## src/rtl/seq_div_pkg.sv

```systemverilog
// ---------------------------------------------------------------------------
// seq_div_pkg
// Shared widths and FSM state type for the sequential 16/8 restoring divider.
// No ports (package).
//   DIVIDEND_W : dividend width (16)
//   DIVISOR_W  : divisor, quotient and remainder width (8)
//   CNT_W      : width of the quotient-bit counter (3, counts 7 down to 0)
//   state_t    : IDLE (accepting), BUSY (iterating), DONE (result held)
// ---------------------------------------------------------------------------
package seq_div_pkg;

    localparam int DIVIDEND_W = 16;
    localparam int DIVISOR_W  = 8;
    localparam int CNT_W      = 3;

    typedef enum logic [1:0] {
        IDLE = 2'd0,
        BUSY = 2'd1,
        DONE = 2'd2
    } state_t;

endpackage

```

## src/rtl/seq_div_step.sv

```systemverilog
// ---------------------------------------------------------------------------
// seq_div_step
// One combinational restoring-division iteration.
//   p_in   in  8  low byte of the partial remainder P
//   bit_in in  1  next dividend bit shifted in
//   d      in  8  divisor D
//   p_out  out 8  low byte of the new partial remainder
//   q_bit  out 1  quotient bit produced by this iteration
// ---------------------------------------------------------------------------
module seq_div_step
    import seq_div_pkg::*;
(
    input  logic [DIVISOR_W-1:0] p_in,
    input  logic                 bit_in,
    input  logic [DIVISOR_W-1:0] d,
    output logic [DIVISOR_W-1:0] p_out,
    output logic                 q_bit
);

    logic [DIVISOR_W:0] trial;

    // Only P[7:0] ever feeds the next trial value, so bit 8 of the new P is
    // never needed: the low byte of T - D is computed directly in 8 bits,
    // while the compare still uses the full 9-bit T.
    always_comb begin
        trial = {p_in, bit_in};
        if (trial >= {1'b0, d}) begin
            p_out = trial[DIVISOR_W-1:0] - d;
            q_bit = 1'b1;
        end else begin
            p_out = trial[DIVISOR_W-1:0];
            q_bit = 1'b0;
        end
    end

endmodule

```

## src/rtl/seq_div_16_8.sv

```systemverilog
// ---------------------------------------------------------------------------
// seq_div_16_8
// Sequential restoring divider: 16-bit dividend / 8-bit divisor -> 8-bit
// quotient and 8-bit remainder, one quotient bit per clock, with valid/ready
// handshakes on input and output. All outputs are registered.
//   clk       in  1   clock, rising edge
//   rst       in  1   synchronous reset, active high
//   in_valid  in  1   dividend/divisor valid
//   in_ready  out 1   block can accept an operation (IDLE)
//   dividend  in  16  unsigned dividend N
//   divisor   in  8   unsigned divisor D
//   out_valid out 1   result valid (DONE)
//   out_ready in  1   downstream accepts the result
//   quotient  out 8   Q
//   remainder out 8   R
//   ovf       out 1   overflow / divide-by-zero flag
// Optional feature macro: SEQ_DIV_OVF_DETECT_EN
//   When defined, D = 0 or N[15:8] >= D is detected at accept; the block
//   spends a single cycle in BUSY and returns Q = 8'hFF, R = N[7:0], ovf = 1.
//   When undefined, ovf is tied to 0 and every operation iterates 8 times.
// ---------------------------------------------------------------------------
module seq_div_16_8
    import seq_div_pkg::*;
(
    input  logic                  clk,
    input  logic                  rst,
    input  logic                  in_valid,
    output logic                  in_ready,
    input  logic [DIVIDEND_W-1:0] dividend,
    input  logic [DIVISOR_W-1:0]  divisor,
    output logic                  out_valid,
    input  logic                  out_ready,
    output logic [DIVISOR_W-1:0]  quotient,
    output logic [DIVISOR_W-1:0]  remainder,
    output logic                  ovf
);

    state_t               state_q, state_d;
    logic [DIVISOR_W-1:0] p_q, p_d;
    logic [DIVISOR_W-1:0] s_q, s_d;
    logic [DIVISOR_W-1:0] d_q, d_d;
    logic [CNT_W-1:0]     cnt_q, cnt_d;
    logic [DIVISOR_W-1:0] q_acc_q, q_acc_d;
    logic [DIVISOR_W-1:0] quotient_q, quotient_d;
    logic [DIVISOR_W-1:0] remainder_q, remainder_d;
    logic                 in_ready_q, in_ready_d;
    logic                 out_valid_q, out_valid_d;

    logic [DIVISOR_W-1:0] step_p;
    logic                 step_q;

`ifdef SEQ_DIV_OVF_DETECT_EN
    logic ovf_pend_q, ovf_pend_d;
    logic ovf_q, ovf_d;
`endif

    seq_div_step u_step (
        .p_in   (p_q),
        .bit_in (s_q[DIVISOR_W-1]),
        .d      (d_q),
        .p_out  (step_p),
        .q_bit  (step_q)
    );

    // Next-state logic. Only P[7:0] is stored because bit 8 of P never
    // reaches the next trial value or the remainder. The handshake outputs
    // are derived from the next state so they come straight out of flops.
    always_comb begin
        state_d     = state_q;
        p_d         = p_q;
        s_d         = s_q;
        d_d         = d_q;
        cnt_d       = cnt_q;
        q_acc_d     = q_acc_q;
        quotient_d  = quotient_q;
        remainder_d = remainder_q;
`ifdef SEQ_DIV_OVF_DETECT_EN
        ovf_pend_d  = ovf_pend_q;
        ovf_d       = ovf_q;
`endif

        case (state_q)
            IDLE: begin
                if (in_valid && in_ready_q) begin
                    d_d     = divisor;
                    p_d     = dividend[DIVIDEND_W-1:DIVISOR_W];
                    s_d     = dividend[DIVISOR_W-1:0];
                    cnt_d   = '1;
                    q_acc_d = '0;
                    state_d = BUSY;
`ifdef SEQ_DIV_OVF_DETECT_EN
                    ovf_pend_d = (divisor == '0) ||
                                 (dividend[DIVIDEND_W-1:DIVISOR_W] >= divisor);
`endif
                end
            end

            BUSY: begin
`ifdef SEQ_DIV_OVF_DETECT_EN
                // Flagged operations leave after one cycle; S still holds
                // N[7:0] because no iteration has shifted it yet.
                if (ovf_pend_q) begin
                    quotient_d  = '1;
                    remainder_d = s_q;
                    ovf_d       = 1'b1;
                    state_d     = DONE;
                end else begin
`endif
                    s_d              = s_q << 1;
                    p_d              = step_p;
                    q_acc_d[cnt_q]   = step_q;
                    if (cnt_q == '0) begin
                        quotient_d  = q_acc_d;
                        remainder_d = step_p;
                        state_d     = DONE;
`ifdef SEQ_DIV_OVF_DETECT_EN
                        ovf_d       = 1'b0;
`endif
                    end else begin
                        cnt_d = cnt_q - 1'b1;
                    end
`ifdef SEQ_DIV_OVF_DETECT_EN
                end
`endif
            end

            DONE: begin
                if (out_ready) begin
                    state_d = IDLE;
                end
            end

            default: begin
                state_d = IDLE;
            end
        endcase

        in_ready_d  = (state_d == IDLE);
        out_valid_d = (state_d == DONE);
    end

    // State and output registers with synchronous reset.
    always_ff @(posedge clk) begin
        if (rst) begin
            state_q     <= IDLE;
            p_q         <= '0;
            s_q         <= '0;
            d_q         <= '0;
            cnt_q       <= '0;
            q_acc_q     <= '0;
            quotient_q  <= '0;
            remainder_q <= '0;
            in_ready_q  <= 1'b0;
            out_valid_q <= 1'b0;
`ifdef SEQ_DIV_OVF_DETECT_EN
            ovf_pend_q  <= 1'b0;
            ovf_q       <= 1'b0;
`endif
        end else begin
            state_q     <= state_d;
            p_q         <= p_d;
            s_q         <= s_d;
            d_q         <= d_d;
            cnt_q       <= cnt_d;
            q_acc_q     <= q_acc_d;
            quotient_q  <= quotient_d;
            remainder_q <= remainder_d;
            in_ready_q  <= in_ready_d;
            out_valid_q <= out_valid_d;
`ifdef SEQ_DIV_OVF_DETECT_EN
            ovf_pend_q  <= ovf_pend_d;
            ovf_q       <= ovf_d;
`endif
        end
    end

    assign in_ready  = in_ready_q;
    assign out_valid = out_valid_q;
    assign quotient  = quotient_q;
    assign remainder = remainder_q;
`ifdef SEQ_DIV_OVF_DETECT_EN
    assign ovf       = ovf_q;
`else
    assign ovf       = 1'b0;
`endif

endmodule

```

## config.mk

```make
export PLATFORM = sky130hd
export DESIGN_NAME = seq_div_16_8
export DESIGN_NICKNAME = d
export VERILOG_FILES = /design/src/rtl/seq_div_pkg.sv /design/src/rtl/seq_div_step.sv /design/src/rtl/seq_div_16_8.sv
export SDC_FILE = /design/constraint.sdc
export NUM_CORES = 1
export LEC_CHECK = 0
export ABC_AREA = 1
export ABC_CLOCK_PERIOD_IN_PS = 3100
export CORE_ASPECT_RATIO = 2
export CORE_MARGIN = 8
export CORE_UTILIZATION = 41
export DETAILED_ROUTE_END_ITERATION = 7
export PLACE_DENSITY_LB_ADDON = 0.2
export SLEW_MARGIN = 15
export SYNTH_ARGS = -nofsm -noshare
export SYNTH_HDL_FRONTEND = slang
export SYNTH_SLANG_ARGS = --single-unit
```

## constraint.sdc

```tcl
create_clock -name clk -period 3.1 [get_ports clk]
set_input_delay 0.31 -clock clk [delete_from_list [all_inputs] [get_ports clk]]
set_output_delay 0.31 -clock clk [all_outputs]
set_load 0.01 [all_outputs]
```

==> results.json <==
{
  "outcome": "finished, final reports clean",
  "start_kind": "flip-flop",
  "num_vias": 2491,
  "cap_violations": 0,
  "synth_cells": 389,
  "rsz0062_at_grt": "false",
  "cp.arrival_ps": 2150,
  "synth.top_cell.area_share_pct": 38.9,
  "core_um2": 6830,
  "port_buffers": 45,
  "die_area_um2": 9970,
  "routed_wl_um": 6560,
  "crit_start": "d_q[3]",
  "nets": 468,
  "hold_ws_ps": 459,
  "cts_max_path_buffers": 2,
  "ys_warn_count": 0,
  "grtUsageMet2_pct": 21.2,
  "synthTopCellsByArea": "dfxtp_1 39%, nand2_1 12%, inv_1 6.5%",
  "worst_setup_path_end_kind": "flip-flop",
  "leakage_nw": 1.45,
  "syn-num-nets": 428,
  "drcViolationCount": 0,
  "grt.met3_usage_pct": 3.77,
  "grt.total_usage_pct": 13.6,
  "avgSynthCellArea_um2": 7.27,
  "power_density_nw_per_um2": 736,
  "tightest_slew_ps": 677,
  "cts_tree": "built",
  "antenna_found_initial": 0,
  "post_cts_buffers": 0,
  "r2r-start": "d_q[3]",
  "crit_type": "flip-flop to flip-flop",
  "tns_ps": 0,
  "post_cts_resized": 0,
  "critical_path.endpoint": "remainder[7]",
  "ff2ff_setup_slack_ps": 1140,
  "ios": 47,
  "hold_buffers": 0,
  "avgViaCountPerCell": 4.79,
  "grt_pass1_vias": 2378,
  "drv_slew": 0,
  "die_w_um": 74.7,
  "postLayoutCoreUtil_pct": 51.1,
  "ys_ff_latch": 55,
  "synth_cell_type_count": 34,
  "period_share_pct": 63.1,
  "cp_max_fo": 14,
  "grt_overflow_total": 0,
  "drive_gt1_share_pct": 10.5,
  "netlist_area_um2": 2830,
  "reg2regPathDepth": 13,
  "worstPathRequired_ps": 3300,
  "max_slew_margin_pct": 54.8,
  "std_cell_rows": 43,
  "start_util_pct": 41.4,
  "rr_endpoint": "remainder[7]",
  "wl_per_cell_um": 12.6,
  "drt_iter0_markers": 145,
  "synth-edff-count": 0,
  "hold_class": "flip-flop to flip-flop",
  "ys_top_cells_by_count": "94 x nand2_1, 55 x dfxtp_1, 49 x inv_1",
  "gp_congestion": 0.874,
  "finalHoldViolations": 0,
  "grt_max_degree": 31,
  "drt-pass1-iter-count": 4,
  "grt_pass1_wl_um": 10900,
  "clkTransAtPathRegs_ps": 70,
  "pre_cts_ws_ps": 1140,
  "syn_to_final_growth_pct": 23.4,
  "root_buffer": "clkbuf_16",
  "hpwl_um": 4740,
  "synth_flop_cell": "dfxtp_1",
  "max_freq_mhz": 511,
  "final_cells": 520,
  "yosysMostFrequentCell": "nand2_1",
  "fin_crit_ps": 1960,
  "gr-max-usage-layer": "met2",
  "ys_async_sr_fraction_pct": 0,
  "setup_viol": 0,
  "ant_nets": 0,
  "grt_use_met1_pct": 17.0,
  "yosysSeqAreaShare_pct": 38.9,
  "dp.cells": 512,
  "timing.final.ws_setup_ps": 1140,
  "h-tree-depth": 2,
  "peakVddDrop_v": 0.000498,
  "diodes": 0,
  "cts.sinks": 55,
  "finClkSkew_ps": 11.4,
  "yosysTopAreaCell": "dfxtp_1",
  "cts_buffers": 5,
  "die_y_um": 133,
  "clock_latency_ps": 300
}
cells in the final DEF, fill, tap and decap left out, drive strengths merged, types with 2 or more instances in the layout:
| cell type | n |
|---|---|
| a22o | 2 |
| o21bai | 7 |
| xnor2 | 2 |
| buf | 3 |
| a21oi | 36 |
| inv | 52 |
| nor3 | 10 |
| nand2 | 104 |
| o21ai | 35 |
| a221oi | 2 |
| clkbuf | 6 |
| clkdlybuf4s50 | 45 |
| nand3b | 3 |
| a31oi | 7 |
| nor2 | 18 |
| nand3 | 18 |
| or2 | 9 |
| ha | 10 |
| dfxtp | 55 |
power breakdown:
part / internal, mW / switching, mW / leakage (nW) / total, mW
combinational: 0.398 / 0.673 / 0.922 / 1.07
clock: 0.385 / 0.263 / 0.0815 / 0.648
sequential: 0.793 / 0.0558 / 0.448 / 0.849
state kept, by name, indices dropped and copies added (netlist names):
| register | count |
|---|---|
| cnt_q | 3 |
| d_q | 8 |
| in_ready | 1 |
| out_valid | 1 |
| p_q | 8 |
| q_acc_q | 8 |
| quotient | 8 |
| remainder | 8 |
| s_q | 8 |
| state_q | 2 |
cell type report:
cell class | count | area [µm²]
Tap cell | 90 | 113
Fill cell | 717 | 3340
Multi-Input combinational cell | 268 | 1440
Timing Repair Buffer | 48 | 473
Clock inverter | 2 | 38.8
Clock buffer | 6 | 129
Inverter | 51 | 191
Sequential cell | 55 | 1100
cells by family (layout without fill, tap and decap cells):
family,Yosys count,in the layout,share of synthesized area [%]
AO/OA/AOI/OAI,90,90,18.7
flip-flops,55,55,38.9
adder cells (fa/ha/maj),11,11,5.13
other,1,1,0.133
buffers and inverters,66,107,10.0
XOR/XNOR,3,3,0.929
AND/OR/NAND/NOR,163,163,26.2
per-layer routing:
| metal | part of all wire [%] | vias to the layer above |
|---|---|---|
| met2 | 47 | 49 |
| met4 | 1.7 | 0 |
| met1 | 47 | 1093 |
| met5 | 0 | - |
| met3 | 5.1 | 8 |
| li1 | - | 1341 |
critical path, stage by stage (launching register included):
cell,delay [ps]
dfxtp_1,310
inv_1,50
ha_1,390
nand2_2,90
nor2_1,100
nand2_1,90
nand3_2,90
nand2_2,80
nand2_4,200
inv_2,150
nand2_1,100
nand2_2,60
o21bai_1,110
inv_1,50
through the flow:
stage	power (mW)	instance area (µm²)
finish	2.57	3490
global route	2.76	3490
CTS	2.60	3490
detailed placement	1.94	3320
global placement	1.93	3320
floorplan	1.73	2830
how the worst min path moves through the flow:
stage | startpoint | to | slack (ps) | cells past startpoint
floorplan | d_q[2] | d_q[2] | 430 | 2
global placement | q_acc_q[3] | q_acc_q[3] | 450 | 2
detailed placement | q_acc_q[0] | q_acc_q[0] | 450 | 2
CTS | q_acc_q[1] | q_acc_q[1] | 460 | 2
global route | q_acc_q[2] | q_acc_q[2] | 470 | 2
finish | d_q[2] | d_q[2] | 460 | 2
No activity file was read; power rests on OpenSTA's default activity.
==> RTL change 1, RTL diff (config.mk and constraints unchanged) <==
Encoding of `state_t`: now one-hot (3 bits for 3 states).
--- a/src/rtl/seq_div_pkg.sv
+++ b/src/rtl/seq_div_pkg.sv
@@ -13,10 +13,10 @@
     localparam int DIVISOR_W  = 8;
     localparam int CNT_W      = 3;
 
-    typedef enum logic [1:0] {
-        IDLE = 2'd0,
-        BUSY = 2'd1,
-        DONE = 2'd2
+    typedef enum logic [2:0] {
+        IDLE = 3'b001,
+        BUSY = 3'b010,
+        DONE = 3'b100
     } state_t;
 
 endpackage
Formal check against the unedited RTL: same outputs for any inputs over 10 cycles, from zero or initial values and one cycle with rst high; not proved beyond that.
==> RTL change 1 against the unedited design <==
  * Utilization up 0.33 points
  * Final area increased by 1.4%
  * Critical path depth down 1
  * Sequential cell count rose by 1
  * Setup slack worse by 0.073 ns
  * Routed wire length grew 21%
  * Synthesized cell count is 5.1% higher
  * Synthesized area up 2.7%
  * Critical path type unchanged
  * Critical endpoint is now remainder[5]
  * Largest cell class unchanged
Power is not compared: it rests on default switching activity, and its combinational part moved more than twofold at a synthesized area within 25%.
==> RTL change 1: results (changes against the unedited design) <==
| Metric | Value |
|---|---|
| Outcome | finished clean |
| Synth Area in Compound Gates | 0.169 (-0.0178) |
| Worst-margin pin slew | 0.718 ns (+0.0407 ns) |
| Clock transition at the registers of the reported paths | 0.07 ns (about the same) |
| PortBufs | 45 (unchanged) |
| Drt wl/cell | 14.8 um (+17%) |
| Post-Synthesis Net Count | 448 (+4.7%) |
| Fillers | 726 (+1.3%) |
| Post-Synth XOR/XNOR Area | 0.00603 (-0.00326) |
| Largest net degree at the start of global routing | 33 (+6.5%) |
| Layout net count | 484 (+3.4%) |
| Pre-CTS setup slack | 0.863 ns (-0.278 ns) |
| Synth top area cells | dfxtp_1, nand2_1, a21oi_1 |
| Post-Synth Adder-Cell Area | 0.0500 (-0.00135) |
| Critical Path AT | 2.23 ns (+0.08 ns) |
| Tot GR Track Use | 0.170 (+0.0344) |
| Setup Skew | 0.00657 ns (-0.00479 ns) |
| Share of layout cells above drive strength 1 | 0.0717 (-0.0329) |
| Vias in the first global route | 2,917 (+23%) |
| Via count | 2,749 (+10%) |
| P_int | between 0.001 and 0.0015 W |
| Hpwl dp | 5770 um (+22%) |
| First-pass GRT wire length | 13,300 um (+22%) |
| Synth cell count leaders | nand2_1, dfxtp_1, inv_1 |
| RD Place Congestion | 0.961 (+9.8%) |
| DRT Pass-1 Iters | 6 (+2) |
| DRT iter0 DRCs | 113 (-22%) |
| Highest net fanout along the worst path | 17 (+3) |
| Sequential fraction of the synthesis area | 0.386 (-0.00334) |
## RTL change 1: per-stage QoR
stage	instance area, um2	std cells	power [W]
after floorplan	2900	409	0.00115
after global placement	3370	528	0.00127
after detailed placement	3370	528	0.00127
after CTS	3540	536	0.00192
after global routing	3540	536	0.00202
final	3540	536	0.00192
## RTL change 1: worst paths after layout
kind / startpoint / endpoint / slack, ns / depth (start not counted)
setup reg to reg: d_q[2] / remainder[5] / 1.07 / 12
hold reg to reg: d_q[6] / d_q[6] / 0.46 / 2
setup / recovery: d_q[2] / remainder[5] / 1.07 / 12
hold / removal: d_q[6] / d_q[6] / 0.46 / 2
## RTL change 1: layout make-up
| class | count | area (um2) | area share |
|---|---|---|---|
| clock buffer | 5 | 125 | 0.0353 |
| clock inverter | 3 | 42.5 | 0.0120 |
| inverter | 53 | 199 | 0.0562 |
| timing repair buffer | 47 | 465 | 0.131 |
| multi-input combinational | 282 | 1470 | 0.416 |
| tap | 90 | 113 | 0.0318 |
| sequential | 56 | 1120 | 0.317 |
## RTL change 1: critical path: stages, from the launching register on
cell     delay (ns)
dfxtp_1        0.31
inv_1          0.05
ha_1           0.35
nand2_1        0.13
nor2_1         0.05
nand2_1        0.08
nor2_2         0.05
nor2_4         0.34
nand2_2        0.20
nand2_1        0.11
nand2_1        0.07
o21ai_1        0.13
inv_1          0.05
## RTL change 1: metal layers
metal  up-vias  GRT usage  routed length [um]
li1       1402          -                   -
met1      1283      0.155                2810
met2        47      0.325                4620
met3        17     0.0342                 224
met4         0     0.0927                 270
met5         -          0                   0
## RTL change 1: cell families after synthesis
group | after synthesis
and+or+nand+nor | 179
AOI/OAI and AO/OA | 89
buffers and inverters | 71
DFF | 56
adders and majority gates | 11
xor gates and xnor gates | 2
other | 1
==> RTL change 2, RTL diff (same settings) <==
Made on the original files. Add a define of `SEQ_DIV_OVF_DETECT_EN`.
--- a/src/rtl/seq_div_16_8.sv
+++ b/src/rtl/seq_div_16_8.sv
@@ -19,6 +19,8 @@
 //   spends a single cycle in BUSY and returns Q = 8'hFF, R = N[7:0], ovf = 1.
 //   When undefined, ovf is tied to 0 and every operation iterates 8 times.
 // ---------------------------------------------------------------------------
+`define SEQ_DIV_OVF_DETECT_EN
+
 module seq_div_16_8
     import seq_div_pkg::*;
 (
Formal check against the unedited RTL: not equivalent (Yosys sat finds a counterexample within 4 cycles, from zero or initial values and one cycle with rst high).
==> RTL change 2 against the unedited design <==
  * Final area increased by 18%
  * Non-clock buffer count increased by 2
  * Synthesized area increased by 16%
  * Routed wire length increased by 46%
  * Sequential power increased by 19%
  * Sequential cell count increased by 2
  * Worst hold slack got worse by 0.0012 ns
  * Power increased by 56%
  * Global-route usage increased by 3.8 points
  * Setup slack got worse by 0.26 ns
==> RTL change 2: results (changes against the unedited design) <==
| Metric | Value |
|---|---|
| Vias in the first global route | 3,168 (+33%) |
| Outcome | finished clean |
| PortBufs | 46 (+2.2%) |
| Critical Path AT | 2.42 ns (+0.27 ns) |
| First-pass GRT wire length | 15,100 um (+38%) |
| Critical-path top delay cell | nor2_4 |
| H-tree levels | 3 (+1) |
| Clock power share | 0.269 (+0.017) |
| Sequential fraction of the synthesis area | 0.347 (-0.0423) |
| Fillers | 777 (+8.4%) |
| Power per cell area | 975 mW/mm2 (+32%) |
| Clock transition at the registers of the reported paths | 0.05 ns (-0.02 ns) |
| P_sw | 0.00170 W (+72%) |
| Post-Synth XOR/XNOR Area | 0.0107 (+0.00136) |
| Peak VDD IR | 457 uV (-8.2%) |
| Final non-filler cell total | 581 (+12%) |
| Worst-margin pin slew | 0.907 ns (+0.230 ns) |
| DP Cell Count | 565 (+10%) |
| Synth cell count leaders | nand2_1, a21oi_1, dfxtp_1 |
| DRT iter0 DRCs | 117 (-19%) |
| Clock latency on the worst-skew pair | 0.33 ns (+0.03 ns) |
| Worst stage delay on the critical path | 0.51 ns (+0.12 ns) |
| Asr flop ratio synth | 0 (unchanged) |
| Highest net fanout along the worst path | 17 (+3) |
| P_seq | 0.00101 W (+19%) |
| TritonCTS Buffers | 9 (+4) |
| Post-Synthesis Net Count | 484 (+13%) |
| RD Place Congestion | 0.930 (+6.4%) |
| Setup Skew | 0.00742 ns (-0.00394 ns) |
| Switching portion of total power | 0.426 (+0.0396) |
| Synth top area cells | dfxtp_1, nand2_1, a21oi_1 |
| Pleak | 1.71 nW (+18%) |
| Pre-CTS setup slack | 0.868 ns (-0.273 ns) |
| Share of layout cells above drive strength 1 | 0.128 (+0.0232) |
| Final wirelength | 9550 um (+46%) |
| Post-synth cell types | 41 (+21%) |
| Hpwl dp | 7270 um (+53%) |
| Vias per inst | 5.36 (+12%) |
| Diode count | 0 (unchanged) |
| DP Area | 0.00377 mm2 (+13%) |
| Post-Synth Adder-Cell Area | 0.0746 (+0.0233) |
| Cells after Synth | 437 (+12%) |
| Tot GR Track Use | 0.174 (+0.0383) |
RTL change 2: metal layers:
| layer | vias to the layer above | part of all wire | GRT usage |
|---|---|---|---|
| met5 | - | 0 | 0 |
| met4 | 0 | 0.042 | 0.114 |
| met3 | 20 | 0.021 | 0.0258 |
| met2 | 49 | 0.59 | 0.348 |
| met1 | 1472 | 0.34 | 0.148 |
| li1 | 1574 | - | - |
RTL change 2: final timing paths:
path / startpoint / cells past startpoint / slack (ns) / to
worst max-delay path: d_q[6] / 12 / 0.89 / remainder[5]
worst max register to register: d_q[6] / 12 / 0.89 / remainder[5]
worst min register to register: q_acc_q[6] / 2 / 0.46 / q_acc_q[6]
worst min-delay path: q_acc_q[6] / 2 / 0.46 / q_acc_q[6]
RTL change 2: layout make-up:
cell class                 instances  share of cell area
multi-input combinational        318               0.449
tap                               96              0.0293
inverter                          44              0.0427
clock inverter                     4              0.0183
timing repair buffer              50               0.120
clock buffer                      12              0.0625
sequential                        57               0.278
